[src/rtl/soft_serializer_pkg.sv]
// Shared state encoding, PRBS7 constants and word slicing helper for the
// multilane soft serializer.
package soft_serializer_pkg;

  typedef enum logic [1:0] {
    IDLE      = 2'd0,
    WAIT_LOCK = 2'd1,
    SYNC      = 2'd2,
    RUN       = 2'd3
  } state_t;

  localparam int MAX_LANES = 16;
  localparam int MAX_WIDTH = 10;
  localparam int MAX_WORD  = MAX_LANES * MAX_WIDTH;

  // x^7 + x^6 + 1: feedback is the XOR of the two top stages
  localparam logic [6:0] PRBS7_TAPS = 7'b110_0000;
  localparam logic [6:0] PRBS7_SEED = 7'h7F;

  function automatic logic [MAX_WIDTH-1:0] lane_slice(
    input logic [MAX_WORD-1:0] word,
    input int                  i,
    input int                  width
  );
    logic [MAX_WORD-1:0]  shifted;
    logic [MAX_WIDTH-1:0] r;
    shifted = word >> (i * width);
    r = '0;
    for (int b = 0; b < MAX_WIDTH; b++) begin
      if (b < width) r[b] = shifted[b];
    end
    return r;
  endfunction

  function automatic logic prbs7_bit(input logic [6:0] s);
    return ^(s & PRBS7_TAPS);
  endfunction

endpackage

[src/rtl/soft_serializer_multilane_lane.sv]
// One serial lane: a WIDTH-bit shift register whose output bit is registered,
// ordered LSB-first or MSB-first.
module serializer_lane #(
  parameter int WIDTH     = 4,
  parameter int MSB_FIRST = 0
) (
  input  logic             clk_in,
  input  logic             reset,
  input  logic             load,
  input  logic             shift,
  input  logic [WIDTH-1:0] load_word,
  output logic             q
);

  logic [WIDTH-1:0] shreg;

  // Neither load nor shift means the lane is parked: drive 0 and drop any remainder.
  always_ff @(posedge clk_in) begin
    if (reset) begin
      q     <= 1'b0;
      shreg <= '0;
    end else if (load) begin
      if (MSB_FIRST != 0) begin
        q     <= load_word[WIDTH-1];
        shreg <= {load_word[WIDTH-2:0], 1'b0};
      end else begin
        q     <= load_word[0];
        shreg <= {1'b0, load_word[WIDTH-1:1]};
      end
    end else if (shift) begin
      if (MSB_FIRST != 0) begin
        q     <= shreg[WIDTH-1];
        shreg <= {shreg[WIDTH-2:0], 1'b0};
      end else begin
        q     <= shreg[0];
        shreg <= {1'b0, shreg[WIDTH-1:1]};
      end
    end else begin
      q     <= 1'b0;
      shreg <= '0;
    end
  end

endmodule

[src/rtl/soft_serializer_multilane.sv]
// Multi-lane fabric serializer with lock qualification, bonded start and idle fill.
// Optional per-lane PRBS7 source when SOFT_SERIALIZER_PRBS_EN is defined.
//
// state     | meaning
// IDLE      | transmitter disabled, pads off
// WAIT_LOCK | counting consecutive pll_lock-high cycles
// SYNC      | armed, waiting for channel_bond_sync_in to send the first word
// RUN       | words streaming, oe_out high
module soft_serializer_multilane
  import soft_serializer_pkg::*;
#(
  parameter int             NUM_LANES   = 4,
  parameter int             WIDTH       = 4,
  parameter int             MSB_FIRST   = 0,
  parameter int             LOCK_CYCLES = 8,
  parameter logic [WIDTH-1:0] IDLE_WORD = '0
) (
  input  logic                       clk_in,
  input  logic                       reset,
  input  logic                       enable,
  input  logic                       pll_lock,
  input  logic                       channel_bond_sync_in,
  input  logic [NUM_LANES*WIDTH-1:0] word_data,
  input  logic                       word_valid,
`ifdef SOFT_SERIALIZER_PRBS_EN
  input  logic                       prbs_mode,
`endif
  output logic                       word_ready,
  output logic [NUM_LANES-1:0]       q,
  output logic                       oe_out,
  output logic                       channel_bond_sync_out,
  output logic                       frame_start,
  output logic                       underflow,
  output logic                       lock_lost
);

  localparam int               CNT_W     = $clog2(WIDTH);
  localparam logic [CNT_W-1:0] LAST_BIT  = CNT_W'(WIDTH - 1);
  localparam logic [7:0]       LOCK_LAST = 8'(LOCK_CYCLES - 1);

  state_t             state;
  logic [7:0]         lock_cnt;
  logic [CNT_W-1:0]   bit_cnt;
  logic               live;
  logic               load_pt;
  logic               load_ok;
  logic               lane_shift;
  logic               prbs_active;
  logic [MAX_WORD-1:0] word_ext;

  // Reset, disable and lock loss all veto the load so no word is taken and then dropped.
  assign live       = !reset && enable && pll_lock;
  assign load_pt    = ((state == SYNC) && channel_bond_sync_in) ||
                      ((state == RUN) && (bit_cnt == LAST_BIT));
  assign load_ok    = live && load_pt;
  assign lane_shift = live && (state == RUN) && !load_pt;
  assign word_ext   = MAX_WORD'(word_data);

`ifdef SOFT_SERIALIZER_PRBS_EN
  assign prbs_active = prbs_mode;
`else
  assign prbs_active = 1'b0;
`endif

  assign word_ready = load_ok && !prbs_active;

  always_ff @(posedge clk_in) begin
    if (reset) begin
      state                 <= IDLE;
      lock_cnt              <= '0;
      bit_cnt               <= '0;
      oe_out                <= 1'b0;
      channel_bond_sync_out <= 1'b0;
      frame_start           <= 1'b0;
      underflow             <= 1'b0;
      lock_lost             <= 1'b0;
    end else begin
      channel_bond_sync_out <= 1'b0;
      frame_start           <= 1'b0;
      lock_lost             <= 1'b0;
      if (load_ok && !word_valid && !prbs_active) underflow <= 1'b1;

      if (!enable) begin
        state    <= IDLE;
        lock_cnt <= '0;
        bit_cnt  <= '0;
        oe_out   <= 1'b0;
      end else begin
        case (state)
          IDLE: begin
            state    <= WAIT_LOCK;
            lock_cnt <= '0;
          end
          WAIT_LOCK: begin
            if (!pll_lock) begin
              lock_cnt <= '0;
            end else if (lock_cnt == LOCK_LAST) begin
              state    <= SYNC;
              lock_cnt <= '0;
            end else begin
              lock_cnt <= lock_cnt + 8'd1;
            end
          end
          SYNC, RUN: begin
            if (!pll_lock) begin
              state     <= WAIT_LOCK;
              lock_cnt  <= '0;
              bit_cnt   <= '0;
              oe_out    <= 1'b0;
              lock_lost <= 1'b1;
            end else if (load_ok) begin
              if (state == SYNC) channel_bond_sync_out <= 1'b1;
              state       <= RUN;
              bit_cnt     <= '0;
              oe_out      <= 1'b1;
              frame_start <= 1'b1;
            end else if (state == RUN) begin
              bit_cnt <= bit_cnt + CNT_W'(1);
            end
          end
          default: state <= IDLE;
        endcase
      end
    end
  end

  for (genvar g = 0; g < NUM_LANES; g++) begin : g_lane
    logic [WIDTH-1:0] lane_word;

`ifdef SOFT_SERIALIZER_PRBS_EN
    logic [6:0]       prbs_state;
    logic [6:0]       prbs_next;
    logic [WIDTH-1:0] prbs_word;

    // Advance the generator WIDTH steps per load; bit k of the word is the k-th output.
    always_comb begin
      prbs_next = prbs_state;
      prbs_word = '0;
      for (int b = 0; b < WIDTH; b++) begin
        prbs_word[b] = prbs7_bit(prbs_next);
        prbs_next    = {prbs_next[5:0], prbs_word[b]};
      end
    end

    always_ff @(posedge clk_in) begin
      if (reset) begin
        prbs_state <= PRBS7_SEED ^ 7'(g + 1);
      end else if (load_ok && prbs_mode) begin
        prbs_state <= prbs_next;
      end
    end

    always_comb begin
      lane_word = word_valid ? WIDTH'(lane_slice(word_ext, g, WIDTH)) : IDLE_WORD;
      if (prbs_mode) lane_word = prbs_word;
    end
`else
    always_comb begin
      lane_word = word_valid ? WIDTH'(lane_slice(word_ext, g, WIDTH)) : IDLE_WORD;
    end
`endif

    serializer_lane #(
      .WIDTH     (WIDTH),
      .MSB_FIRST (MSB_FIRST)
    ) u_lane (
      .clk_in    (clk_in),
      .reset     (reset),
      .load      (load_ok),
      .shift     (lane_shift),
      .load_word (lane_word),
      .q         (q[g])
    );
  end

endmodule

[config.mk]
export PLATFORM = sky130hd
export DESIGN_NAME = soft_serializer_multilane
export DESIGN_NICKNAME = d
export VERILOG_FILES = /design/src/rtl/soft_serializer_pkg.sv /design/src/rtl/soft_serializer_multilane_lane.sv /design/src/rtl/soft_serializer_multilane.sv
export SDC_FILE = /design/constraint.sdc
export NUM_CORES = 1
export LEC_CHECK = 0
export ABC_AREA = 1
export BUFFER_PORTS_ARGS = -buffer_cell sky130_fd_sc_hd__buf_2
export CORE_ASPECT_RATIO = 1.2
export CORE_MARGIN = 2
export CORE_UTILIZATION = 50
export DETAILED_ROUTE_END_ITERATION = 8
export PLACE_DENSITY = 0.82
export SLEW_MARGIN = 10
export SYNTH_ARGS = -nofsm -noshare
export SYNTH_HDL_FRONTEND = slang
export SYNTH_SLANG_ARGS = --single-unit
[constraint.sdc]
create_clock -name clk_in -period 1.6 [get_ports clk_in]
set_input_delay 0.08 -clock clk_in [delete_from_list [all_inputs] [get_ports clk_in]]
set_output_delay 0.08 -clock clk_in [all_outputs]
set_load 0.02 [all_outputs]
After elaboration in Yosys (flattened, before gate mapping)
Cells that the tools add are included.
{"block": "classes", "reduce_logical": 22, "n_eq_ne": 11, "n_bitwise": 4, "n_addsub": 2, "mux": 37}
{"cell": "2-to-1 mux 3 bit", "count": 8}
{"cell": "2-to-1 mux 8 bit", "count": 3}
{"cell": "one-hot mux 8 bit (3 select lines)", "count": 1}
{"cell": "2-to-1 mux 4 bit", "count": 4}
{"cell": "2-to-1 mux 2 bit", "count": 7}
{"cell": "2-to-1 mux 1 bit", "count": 13}
{"cell": "adder 8 x 1 -> 8 bit, second input constant", "count": 1}
{"cell": "equality test 8 x 3 -> 1 bit, second input constant", "count": 1}
{"cell": "logical AND 1 bit", "count": 8}
{"cell": "equality test 2 bit, second input constant", "count": 3}
{"cell": "!= test 2 bit, second input constant", "count": 3}
{"cell": "one-hot mux 2 bit (3 select lines)", "count": 1}
{"cell": "OR reduction 2 bit", "count": 3}
{"cell": "OR reduction 5 bit", "count": 1}
{"cell": "NOT 1 bit", "count": 4}
{"cell": "AND reduction 2 bit", "count": 2}
{"cell": "OR reduction 4 bit", "count": 1}
{"cell": "zero test 1 bit", "count": 3}
{"cell": "!= test 3 x 1 -> 1 bit, second input constant", "count": 1}
{"cell": "!= test 3 bit, second input constant", "count": 1}
{"cell": "AND reduction 3 bit", "count": 1}
{"cell": "OR reduction 3 bit", "count": 1}
{"cell": "adder 2 x 1 -> 2 bit, second input constant", "count": 1}
{"cell": "equality test 2 x 1 -> 1 bit, second input constant", "count": 1}
{"cell": "3 further kinds", "count": 3}
{"block": "totals", "output_inout_bits": 10, "inputBits": 22, "ff_bits": 37}

Logic depth before layout (Yosys ltp)
Gate-level depths: netlist of run 1.
{"block": "logic_depth", "depth_word": 7, "mapped_depth": 8, "depth_no_buf": 8}

Cells and area by module
A second synthesis of run 1 with hierarchy kept.
{"block": "hier_totals", "hier_cells": 244, "hier_area_um2": 1606.5}
{"module": "soft_serializer_multilane", "area_per_inst_um2": 960.9, "n_inst": 1, "cells_each": 148}
{"module": "serializer_lane", "area_per_inst_um2": 161.4, "n_inst": 4, "cells_each": 24}

Worst setup path before layout of run 1
OpenSTA, ideal clock, no wires.
{"block": "synth_timing", "kind": "register to register", "start": "reg bit_cnt[0]", "end": "reg g_lane[0].u_lane.shreg[1]", "stages_incl_launch_ff": 9, "t_arrival_ns": 1.056, "setup_time_ns": 0.127, "path_slack_ns": 0.417, "cell_sequence": "dfxtp_1 ha_1 nand2_1 nand2_1 nand2_4 inv_4 buf_12 nand3_1 o21ai_0"}
{"item": "start: declaration", "line": "soft_serializer_multilane.sv:43", "source": "logic [CNT_W-1:0] bit_cnt;"}
{"item": "start signal: assignment", "line": "soft_serializer_multilane.sv:118", "source": "bit_cnt <= bit_cnt + CNT_W'(1);"}
{"item": "equality test 2 bit", "line": "soft_serializer_multilane.sv:54", "source": "((state == RUN) && (bit_cnt == LAST_BIT));"}
{"item": "logical AND 1 bit", "line": "soft_serializer_multilane.sv:54"}
{"item": "logical OR 1 bit", "line": "soft_serializer_multilane.sv:53", "source": "assign load_pt = ((state == SYNC) && channel_bond_sync_in) ||"}
{"item": "logical AND 1 bit", "line": "soft_serializer_multilane.sv:55", "source": "assign load_ok = live && load_pt;"}
{"item": "named net word_ready", "line": "soft_serializer_multilane.sv:28", "source": "output logic word_ready,"}
{"item": "2-to-1 mux 3 bit", "line": "soft_serializer_multilane_lane.sv:22", "source": "end else if (load) begin"}
{"item": "end signal: assignment", "line": "soft_serializer_multilane_lane.sv:25", "source": "shreg <= {load_word[WIDTH-2:0], 1'b0};"}
{"item": "end signal: assignment", "line": "soft_serializer_multilane_lane.sv:28", "source": "shreg <= {1'b0, load_word[WIDTH-1:1]};"}
{"item": "end signal: assignment", "line": "soft_serializer_multilane_lane.sv:33", "source": "shreg <= {shreg[WIDTH-2:0], 1'b0};"}
{"item": "end: declaration", "line": "soft_serializer_multilane_lane.sv:15", "source": "logic [WIDTH-1:0] shreg;"}
The timed path passes the listed nets, and every way through them passes these cells.
A chain may end at the register's enable or synchronous reset.

Worst setup path after layout of run 1
{"block": "layout_timing", "start": "reg bit_cnt[0]", "end": "out word_ready"}
{"block": "layout_via", "elab_chain_cells": 4}
{"item": "equality test 2 bit", "line": "soft_serializer_multilane.sv:54"}
{"item": "logical AND 1 bit", "line": "soft_serializer_multilane.sv:54"}
{"item": "logical OR 1 bit", "line": "soft_serializer_multilane.sv:53"}
{"item": "logical AND 1 bit", "line": "soft_serializer_multilane.sv:55"}
{"item": "end: declaration", "line": "soft_serializer_multilane.sv:28"}
No other way between the ends.

==> flow_metrics.tcl, run 1 <==
set metrics [dict create \
    outcome "finished clean" \
    fp.dieW_um 52.0 \
    tightest_slew_ps 421 \
    place_hpwl_um 1780 \
    max_freq_ghz 0.647 \
    synth.cell_area_sq_um 1390 \
    drt-total-wl_um 2920 \
    hold_viol_final 0 \
    yosysSeqAreaShare_pct 47.7 \
    finalClockSkew_ps 14.0 \
    start_util_pct 53.7 \
    dieArea_sq_um 3210 \
    grt_pass1_wl_um 4860 \
    ys_warn_count 0 \
    clk_pin_slew_ps 110 \
    final_cell_area_sq_um 1770 \
    setup-tns-final_ps 0 \
    drive_above_1_share_pct 22.6 \
    fin_crit_ps 1550 \
    pwr-share-comb_pct 6.1 \
    ios 32 \
    num_antenna_cells 0 \
    peakVddDrop_v 0.000631 \
    drc 0 \
    antenna_found_initial 0 \
    switching_share_pct 20.9 \
    worst_skew_pair.late_latency_ps 350 \
    hold_path_class "in2reg" \
    place_area_sq_um 1520 \
    maxCapViolations 0 \
    setup_viol 0 \
    grt_max_degree 15 \
    p_switching_mw 0.330 \
    synth_cell_type_count 30 \
    num_vias 1254 \
    core_sq_um 2580 \
    instances_no_fill 254 \
    dr.pass1.iters 4 \
    die_height_um 61.7 \
    arrival_ps 1470 \
    slew_violations 0 \
    p_clk_share_pct 41.6 \
    nets 244 \
    p_leak_nw 0.768 \
    cts_made_buffers 5 \
    cpLargestDelayFamily "flip-flops" \
    power.internal_mw 1.25 \
    critPathMaxStageDelay_ps 360 \
    hold_slack_ps 1.94 \
    path_cells "ha_1, nand2_1, nand2_1, nand2_4, inv_6, buf_4" \
    cts.sinks 33 \
    viasPerCell 4.94 \
    synth_nets 196 \
    slowest_stage "dfxtp_2" \
    period_share_pct 96.7 \
    syn_avg_cell_area_sq_um 8.05 \
    wl_per_cell_um 11.5 \
    drtIter0Drc 22 \
    dp_cells 230 \
    areaGrowthSynthToFinish_pct 28.1 \
    crit_top_cell "nand2_1" \
    critPathBufInv 2 \
    grt_pass1_vias 1168 \
    cp-end-kind "output pin" \
    p_per_area_nw_per_um2 890 \
    grt_usage_pct 21.0 \
    final_cell_mix "nand2_1, dfxtp_1, buf_2, inv_1" \
    cts_tree "yes" \
    antenna_left 0 \
    yosys_register_bits 33 \
    gp_congestion 0.807 \
    critPathMaxFanout 14 \
    worstPathRequired_ps 1520 \
    clockBufferDepth 2 \
    relSlewSlack_pct 71.8 \
    overflow 0 \
    htree_levels 2 \
    cts_root_buf "clkbuf_4" \
    criticalPathCategory "reg2out" \
    portBuffers 31 \
    syn_inst 172 \
    p_seq_share_pct 52.3 \
    post-cts-setup-buffers 0 \
    power.total_mw 1.58 \
    n_fill_cell 217 \
    startpoint_type "flop" \
    core.rowCount 20 \
]
-- Yosys cell counts --
cell       n  area share (%)
xor2_1     3             1.9
buf_12     1             1.4
nand3_1   17             6.1
nor3_1     5             1.8
o21bai_1   1            0.54
nand2_4    2             1.6
inv_1     22             6.0
clkbuf_1   1            0.27
a22oi_1    1            0.54
inv_4      1            0.45
inv_2      1            0.27
a21oi_1    2            0.72
dfxtp_1   33              48
buf_4      4             2.2
o21a_1     2             1.1
o21ai_0   11             4.0
nor2_4     1            0.81
ha_1       2             1.8
nor3b_1    1            0.54
nand2_1   31             8.4
nand4_1    2            0.90
clkinv_1   1            0.27
a211oi_1   1            0.54
nor3_2     1            0.72
nor2_1    17             4.6
clkbuf_8   1            0.99
nor3_4     1             1.2
o21ai_1    4             1.4
nand3_2    1            0.72
nand2_2    1            0.45
-- worst min-delay path, delay by kind of cell --
kind / cells / cell delay, ps
AND/OR/NAND/NOR: 1 / 70
buffers and inverters: 1 / 80
AO/OA/AOI/OAI: 1 / 70
-- layer usage --
metal | GRT usage (%) | wire, um
met1 | 23.3 | 1200
met2 | 35.8 | 1450
met3 | 7.04 | 176
met4 | 11.3 | 98
met5 | 0 | 0
-- kinds of logic (layout without fill, tap and decap cells) --
group                    Yosys count  count (layout)  share of synthesized area, %
AO/OA/AOI/OAI                     22              22                          8.85
AND/OR/NAND/NOR                   80              80                          27.9
adder cells (fa/ha/maj)            2               2                          1.81
buffers and inverters             32              81                          11.8
flip-flops                        33              33                          47.7
XOR/XNOR                           3               3                          1.90
-- path summary, 6_finish.rpt --
check,from,cells after the start,slack (ps),endpoint
setup / recovery,bit_cnt[0]$_SDFFE_PP0P_,6,50,word_ready
hold / removal,word_data[8],3,2,g_lane[2].u_lane.q$_SDFF_PP0_
setup reg to reg,bit_cnt[0]$_SDFFE_PP0P_,4,200,g_lane[1].u_lane.shreg[0]$_SDFF_PP0_
hold reg to reg,g_lane[1].u_lane.shreg[2]$_SDFF_PP0_,2,440,g_lane[1].u_lane.shreg[1]$_SDFF_PP0_
-- stage by stage --
step           utilization [%]  setup slack [ps]
4_1_cts                   68.6              11.5
5_1_grt                   68.8             -6.24
3_3_place_gp              59.0               311
3_5_place_dp              59.0               218
2_1_floorplan                -               417
6_report                  68.8              53.5
-- final cells by class --
cell class / instances / area (sq um) / area share [%]
Clock buffer: 7 / 55.1 / 3.10
Clock inverter: 1 / 30.0 / 1.69
Inverter: 25 / 98.8 / 5.57
Multi-Input combinational cell: 107 / 561 / 31.6
Sequential cell: 33 / 663 / 37.4
Tap cell: 33 / 41.3 / 2.33
Timing Repair Buffer: 48 / 325 / 18.3
-- repair_timing --
action	CTS	global route
hold buffers	16	0
resized for setup	1	3
hold endpoints to repair	16	0
endpoints found under the setup margin	1	1
-- power groups by stage --
stage / combinational (mW) / clock [mW] / sequential [mW]
global route: 0.105 / 0.701 / 0.826
global placement: 0.0632 / 0 / 0.844
CTS: 0.0937 / 0.663 / 0.825
floorplan: 0.0287 / 0 / 0.844
detailed placement: 0.0638 / 0 / 0.844
finish: 0.0967 / 0.657 / 0.825
-- state kept, by name (all words and copies together), names as in the netlist --
register and cells:
g_lane.u_lane.shreg 12, lock_cnt 8, g_lane.u_lane.q 4, bit_cnt 2
state 2, channel_bond_sync_out 1, frame_start 1, lock_lost 1
oe_out 1, underflow 1
(Power assumes the default switching activity.)
==> inputs of run 2 (changes only) <==
CORE_MARGIN = 5   (was 2)
PLACE_DENSITY = 0.78   (was 0.82)
==> run 2 against run 1 <==
Sequential share of layout area is 0.35 points higher. Clock-buffer cell count is 2 lower. Clock skew is 2.2 ps lower. Die area is 22% higher. Register-to-register slack better by 50 ps. Critical endpoint unchanged. Combinational power is 3.9% lower. Design area is 0.92% lower. Wire length is 2.6% lower.
==> flow_metrics.tcl, run 2 (same netlist as run 1, synthesis figures left out) <==
set metrics [dict create \
    drtIter0Drc 37 \
    dieArea_sq_um 3930 \
    tightest_slew_ps 400 \
    cts_made_buffers 5 \
    highest_layer "met4" \
    critPathMaxFanout 14 \
    drive_above_1_share_pct 22.8 \
    peakVddDrop_v 0.000710 \
    layout_setup_ws_ps 108 \
    grt_usage_pct 16.4 \
    wl_met2_um 1510 \
    dr.pass1.iters 4 \
    areaGrowthSynthToFinish_pct 26.9 \
    worst-r2r-cell-count 4 \
    grt_pass1_wl_um 4880 \
    clockBufferDepth 2 \
    grt_pass1_vias 1257 \
    ios 32 \
    grt_max_degree 15 \
    slew_violations 0 \
    cp-endpoint "word_ready" \
    cp-end-kind "output pin" \
    wl_met3_um 129 \
    p_clk_share_pct 39.0 \
    gp_congestion 0.738 \
    cts.sinks 33 \
    num_antenna_cells 0 \
    max_freq_ghz 0.670 \
    rsz0062_at_grt "no" \
    criticalPathCategory "in2out" \
    wl_met1_um 1140 \
    die_height_um 67.7 \
    hold_path_class "in2reg" \
    antenna_found_initial 0 \
    num_vias 1204 \
    htree_levels 2 \
    hold_path_startpoint "word_data[0]" \
    clk_pin_slew_ps 100 \
    wl_per_cell_um 11.2 \
    power.internal_mw 1.19 \
    antenna_left 0 \
    nets 243 \
    final_cell_mix "dfxtp_1, nand2_1, buf_2, inv_1" \
    crit_start "pll_lock" \
    worst_skew_pair.late_latency_ps 330 \
    dp_slack_ps 275 \
    regMostFlops "g_lane.u_lane.shreg" \
    period_share_pct 93.3 \
    largest_reg_flops 12 \
    drc 0 \
    portBuffers 31 \
    pwr-share-comb_pct 6.2 \
    hold_viol_final 0 \
    start_util_pct 50.7 \
    setup-tns-final_ps 0 \
    maxCapViolations 0 \
    overflow 0 \
    fin_crit_ps 1490 \
    finalClockSkew_ps 11.9 \
    switching_share_pct 20.8 \
    fp.dieW_um 58.0 \
    layout.cells.most_common "dfxtp_1" \
    drt-total-wl_um 2840 \
    cts_tree "yes" \
    final_cell_area_sq_um 1760 \
    p_per_area_nw_per_um2 856 \
    core.rowCount 21 \
    outcome "finished clean" \
    viasPerCell 4.76 \
    arrival_ps 1410 \
    top_regs "g_lane.u_lane.shreg: 12 flops, lock_cnt: 8 flops, g_lane.u_lane.q: 4 flops" \
    reg2reg_from "bit_cnt[0]$_SDFFE_PP0P_" \
    worstPathRequired_ps 1520 \
    p_switching_mw 0.312 \
    r2r_slack_ps 250 \
    core_sq_um 2730 \
    worstReg2RegEnd "g_lane[1].u_lane.shreg[0]$_SDFF_PP0_" \
    setup_viol 0 \
    relSlewSlack_pct 73.3 \
    place_hpwl_um 1920 \
    place_area_sq_um 1520 \
    cts_root_buf "clkbuf_4" \
    p_leak_nw 0.759 \
    startpoint_type "primary input" \
    p_seq_share_pct 54.8 \
]
-- run 2: power groups by stage --
stage | sequential, mW | combinational, mW | clock [mW]
6_report | 0.825 | 0.0929 | 0.587
5_1_grt | 0.826 | 0.102 | 0.622
4_1_cts | 0.825 | 0.0908 | 0.593
3_5_place_dp | 0.844 | 0.0606 | 0
3_3_place_gp | 0.844 | 0.0595 | 0
2_1_floorplan | 0.844 | 0.0287 | 0
-- run 2: area by class of cell --
class | count | area (sq um)
Clock buffer | 5 | 37.5
Multi-Input combinational cell | 107 | 563
Sequential cell | 33 | 663
Tap cell | 34 | 42.5
Clock inverter | 2 | 35.0
Timing Repair Buffer | 47 | 318
Fill cell | 249 | 975
Inverter | 25 | 98.8
-- run 2: critical path, cell delays in order --
cell and delay, ps:
dlygate4sd3_1 520, buf_2 150, nand2_2 130, nor2_4 150, nand2_4 100, inv_6 120
buf_4 160
-- run 2: per-layer routing --
layer,up-vias,GRT usage [%]
met3,8,4.78
met1,531,15.0
met2,25,32.5
met4,0,8.12
li1,640,-
met5,-,0
-- run 2: how the worst min path moves through the flow --
stage / slack [ps] / depth (start not counted) / end
final: 7 / 3 / g_lane[0].u_lane.q$_SDFF_PP0_
after global routing: 20 / 3 / g_lane[0].u_lane.q$_SDFF_PP0_
after floorplan: 160 / 1 / lock_lost$_SDFF_PP0_
after detailed placement: 300 / 3 / g_lane[0].u_lane.shreg[2]$_SDFF_PP0_
after global placement: 300 / 3 / g_lane[1].u_lane.shreg[2]$_SDFF_PP0_
after CTS: 3 / 3 / g_lane[0].u_lane.q$_SDFF_PP0_
-- run 2: repair_timing --
item                       CTS  global route
setup endpoints to repair    1             1
resized for setup            1             4
hold buffers                16             0
setup buffers                0             0
pin swaps                    0             0
hold endpoints to repair    16             0
-- run 2: per-stage QoR --
step | total power, mW | utilization, % | instances | hold slack (ps)
floorplan | 0.872 | - | 172 | 158
global placement | 0.903 | 55.4 | 230 | 297
detailed placement | 0.905 | 55.4 | 230 | 300
CTS | 1.51 | 64.0 | 253 | 3.40
global route | 1.55 | 64.3 | 253 | 21.7
finish | 1.50 | 64.3 | 253 | 7.08
==> inputs of run 3 (changes only) <==
CELL_PAD_IN_SITES_DETAIL_PLACEMENT = 1   (was unset)
CELL_PAD_IN_SITES_GLOBAL_PLACEMENT = 1   (was unset)
CORE_UTILIZATION = 38   (was 50)
PLACE_DENSITY = 0.8   (was 0.78)
==> run 3 against run 2 <==
Highest routed layer unchanged. Sequential share of layout area increased by 3.1 points. Register-to-register slack got worse by 70 ps. Wire length increased by 6.2%. First-iteration DRC count increased by 70%. Sequential power about the same. Clock skew decreased by 4.1 ps. Die area increased by 26%. Largest power group unchanged. Non-clock buffer count decreased by 15. Largest cell class unchanged. Cell count decreased by 3.6%. Fmax decreased by 1.0%.
==> flow_metrics.tcl, run 3 (same netlist as run 1, synthesis figures left out) <==
set metrics [dict create \
    outcome "finished clean" \
    final_cell_mix "dfxtp_1, nand2_1, buf_2, inv_1" \
    dp_cells 236 \
    layout.cells.most_common "dfxtp_1" \
    drt-total-wl_um 3020 \
    max_freq_ghz 0.663 \
    final_cell_area_sq_um 1620 \
    critPathMaxFanout 14 \
    period_share_pct 94.2 \
    slowest_stage "dfxtp_1" \
    worst-r2r-cell-count 4 \
    htree_levels 2 \
    cp-end-kind "output pin" \
    cts.sinks 33 \
    p_per_area_nw_per_um2 917 \
    regMostFlops "g_lane.u_lane.shreg" \
    viasPerCell 4.87 \
    antenna_found_initial 0 \
    setup-tns-final_ps 0 \
    finalClockSkew_ps 7.72 \
    tightest_slew_ps 423 \
    relSlewSlack_pct 71.7 \
    start_util_pct 38.8 \
    core_sq_um 3570 \
    fin_crit_ps 1510 \
    overflow 0 \
    grt_usage_pct 13.6 \
    grt_max_degree 15 \
    worstReg2RegEnd "g_lane[2].u_lane.shreg[1]$_SDFF_PP0_" \
    clockBufferDepth 2 \
    largest_reg_flops 12 \
    core.rowCount 24 \
    antenna_left 0 \
    instances_no_fill 244 \
    wl_per_cell_um 12.4 \
    top_regs "g_lane.u_lane.shreg: 12 flops, lock_cnt: 8 flops, g_lane.u_lane.q: 4 flops" \
    cts_made_buffers 5 \
    place_hpwl_um 2240 \
    drive_above_1_share_pct 24.4 \
    clk_pin_slew_ps 70 \
    fin_util_pct 45.3 \
    num_antenna_cells 0 \
    gp_congestion 0.838 \
    arrival_ps 1430 \
    dr.pass1.iters 4 \
    p_leak_nw 0.700 \
    startpoint_type "flop" \
    cts_tree "yes" \
    dieArea_sq_um 4960 \
    nets 228 \
    hold_viol_final 0 \
    rsz0062_at_grt "no" \
    r2r_slack_ps 180 \
    grt_pass1_vias 1197 \
    crit_cells 6 \
    num_vias 1188 \
    worst_skew_pair.late_latency_ps 280 \
    maxCapViolations 0 \
    die_height_um 76.1 \
    portBuffers 31 \
    reg2reg_from "bit_cnt[0]$_SDFFE_PP0P_" \
    cpLargestDelayFamily "flip-flops" \
    ios 32 \
    hold_path_startpoint "word_data[7]" \
    setup_viol 0 \
    cts_root_buf "clkbuf_8" \
    peakVddDrop_v 0.000372 \
    drc 0 \
    criticalPathCategory "reg2out" \
    slew_violations 0 \
    fp.dieW_um 65.1 \
    hold_path_class "in2reg" \
    place_area_sq_um 1530 \
    hold_slack_ps 14.3 \
    areaGrowthSynthToFinish_pct 17.0 \
    critPathBufInv 2 \
    min_to "g_lane[1].u_lane.shreg[2]$_SDFF_PP0_" \
    drtIter0Drc 63 \
    whs_path_depth 3 \
    worstPathRequired_ps 1520 \
    path_cells "ha_1, nand2_1, nand2_2, nand2_4, inv_6, clkbuf_4" \
    critPathMaxStageDelay_ps 370 \
    grt_pass1_wl_um 5240 \
]
## run 3: changes by cell type in the layout (fill, tap and decap cells not counted)
| cell | change |
|---|---|
| dfxtp_1 | +1 |
| dfxtp_2 | -1 |
| bufinv_16 | -1 |
| dlygate4sd3_1 | -16 |
| clkinv_2 | +1 |
| clkbuf_4 | -4 |
| clkbuf_1 | +1 |
| clkbuf_8 | +5 |
## run 3: how the worst max path moves through the flow
stage	to	slack [ps]	startpoint
6_report	word_ready	90	bit_cnt[0]$_SDFFE_PP0P_
5_1_grt	lock_cnt[6]$_SDFFE_PP0P_	5	lock_cnt[0]$_SDFFE_PP0P_
4_1_cts	word_ready	50	bit_cnt[0]$_SDFFE_PP0P_
3_5_place_dp	g_lane[2].u_lane.shreg[1]$_SDFF_PP0_	210	state[1]$_SDFFE_PP0P_
3_3_place_gp	g_lane[1].u_lane.shreg[0]$_SDFF_PP0_	280	bit_cnt[0]$_SDFFE_PP0P_
2_1_floorplan	g_lane[0].u_lane.shreg[1]$_SDFF_PP0_	420	bit_cnt[0]$_SDFFE_PP0P_
## run 3: final cells by class
| type | count | area, sq um |
|---|---|---|
| clock buffers | 6 | 72.6 |
| clock inverters | 2 | 10.0 |
| repair buffers | 32 | 165 |
| fillers | 455 | 1950 |
| flip-flops and latches | 33 | 662 |
| well taps | 39 | 48.8 |
| inverters | 25 | 98.8 |
| multi-input cells | 107 | 563 |
## run 3: where the power goes
group / internal [mW] / switching [mW]
Sequential: 0.823 / 0.00223
Combinational: 0.0273 / 0.0375
Clock: 0.301 / 0.295
Total: 1.15 / 0.334
## run 3: metal layers
metal	wire (um)	global-route usage [%]
met1	1260	14.0
met2	1540	23.7
met3	159	5.16
met4	59	6.22
met5	0	0
## run 3: tightest hold or removal path, cell delays in order
cell and delay, ps:
buf_2 90, inv_1 40, nor2_1 30
## run 3: timing repair
item                                    4_1_cts  5_1_grt
hold buffers                                  0        0
buffers inserted                              0        0
resized for setup                             1        3
endpoints found under the setup margin        1        1
## run 3: through the flow
stage	power [mW]	setup WS (ps)
after detailed placement	0.909	210
after CTS	1.50	45.4
after floorplan	0.872	417
after global placement	0.908	281
after global routing	1.55	5.45
final	1.49	92.6
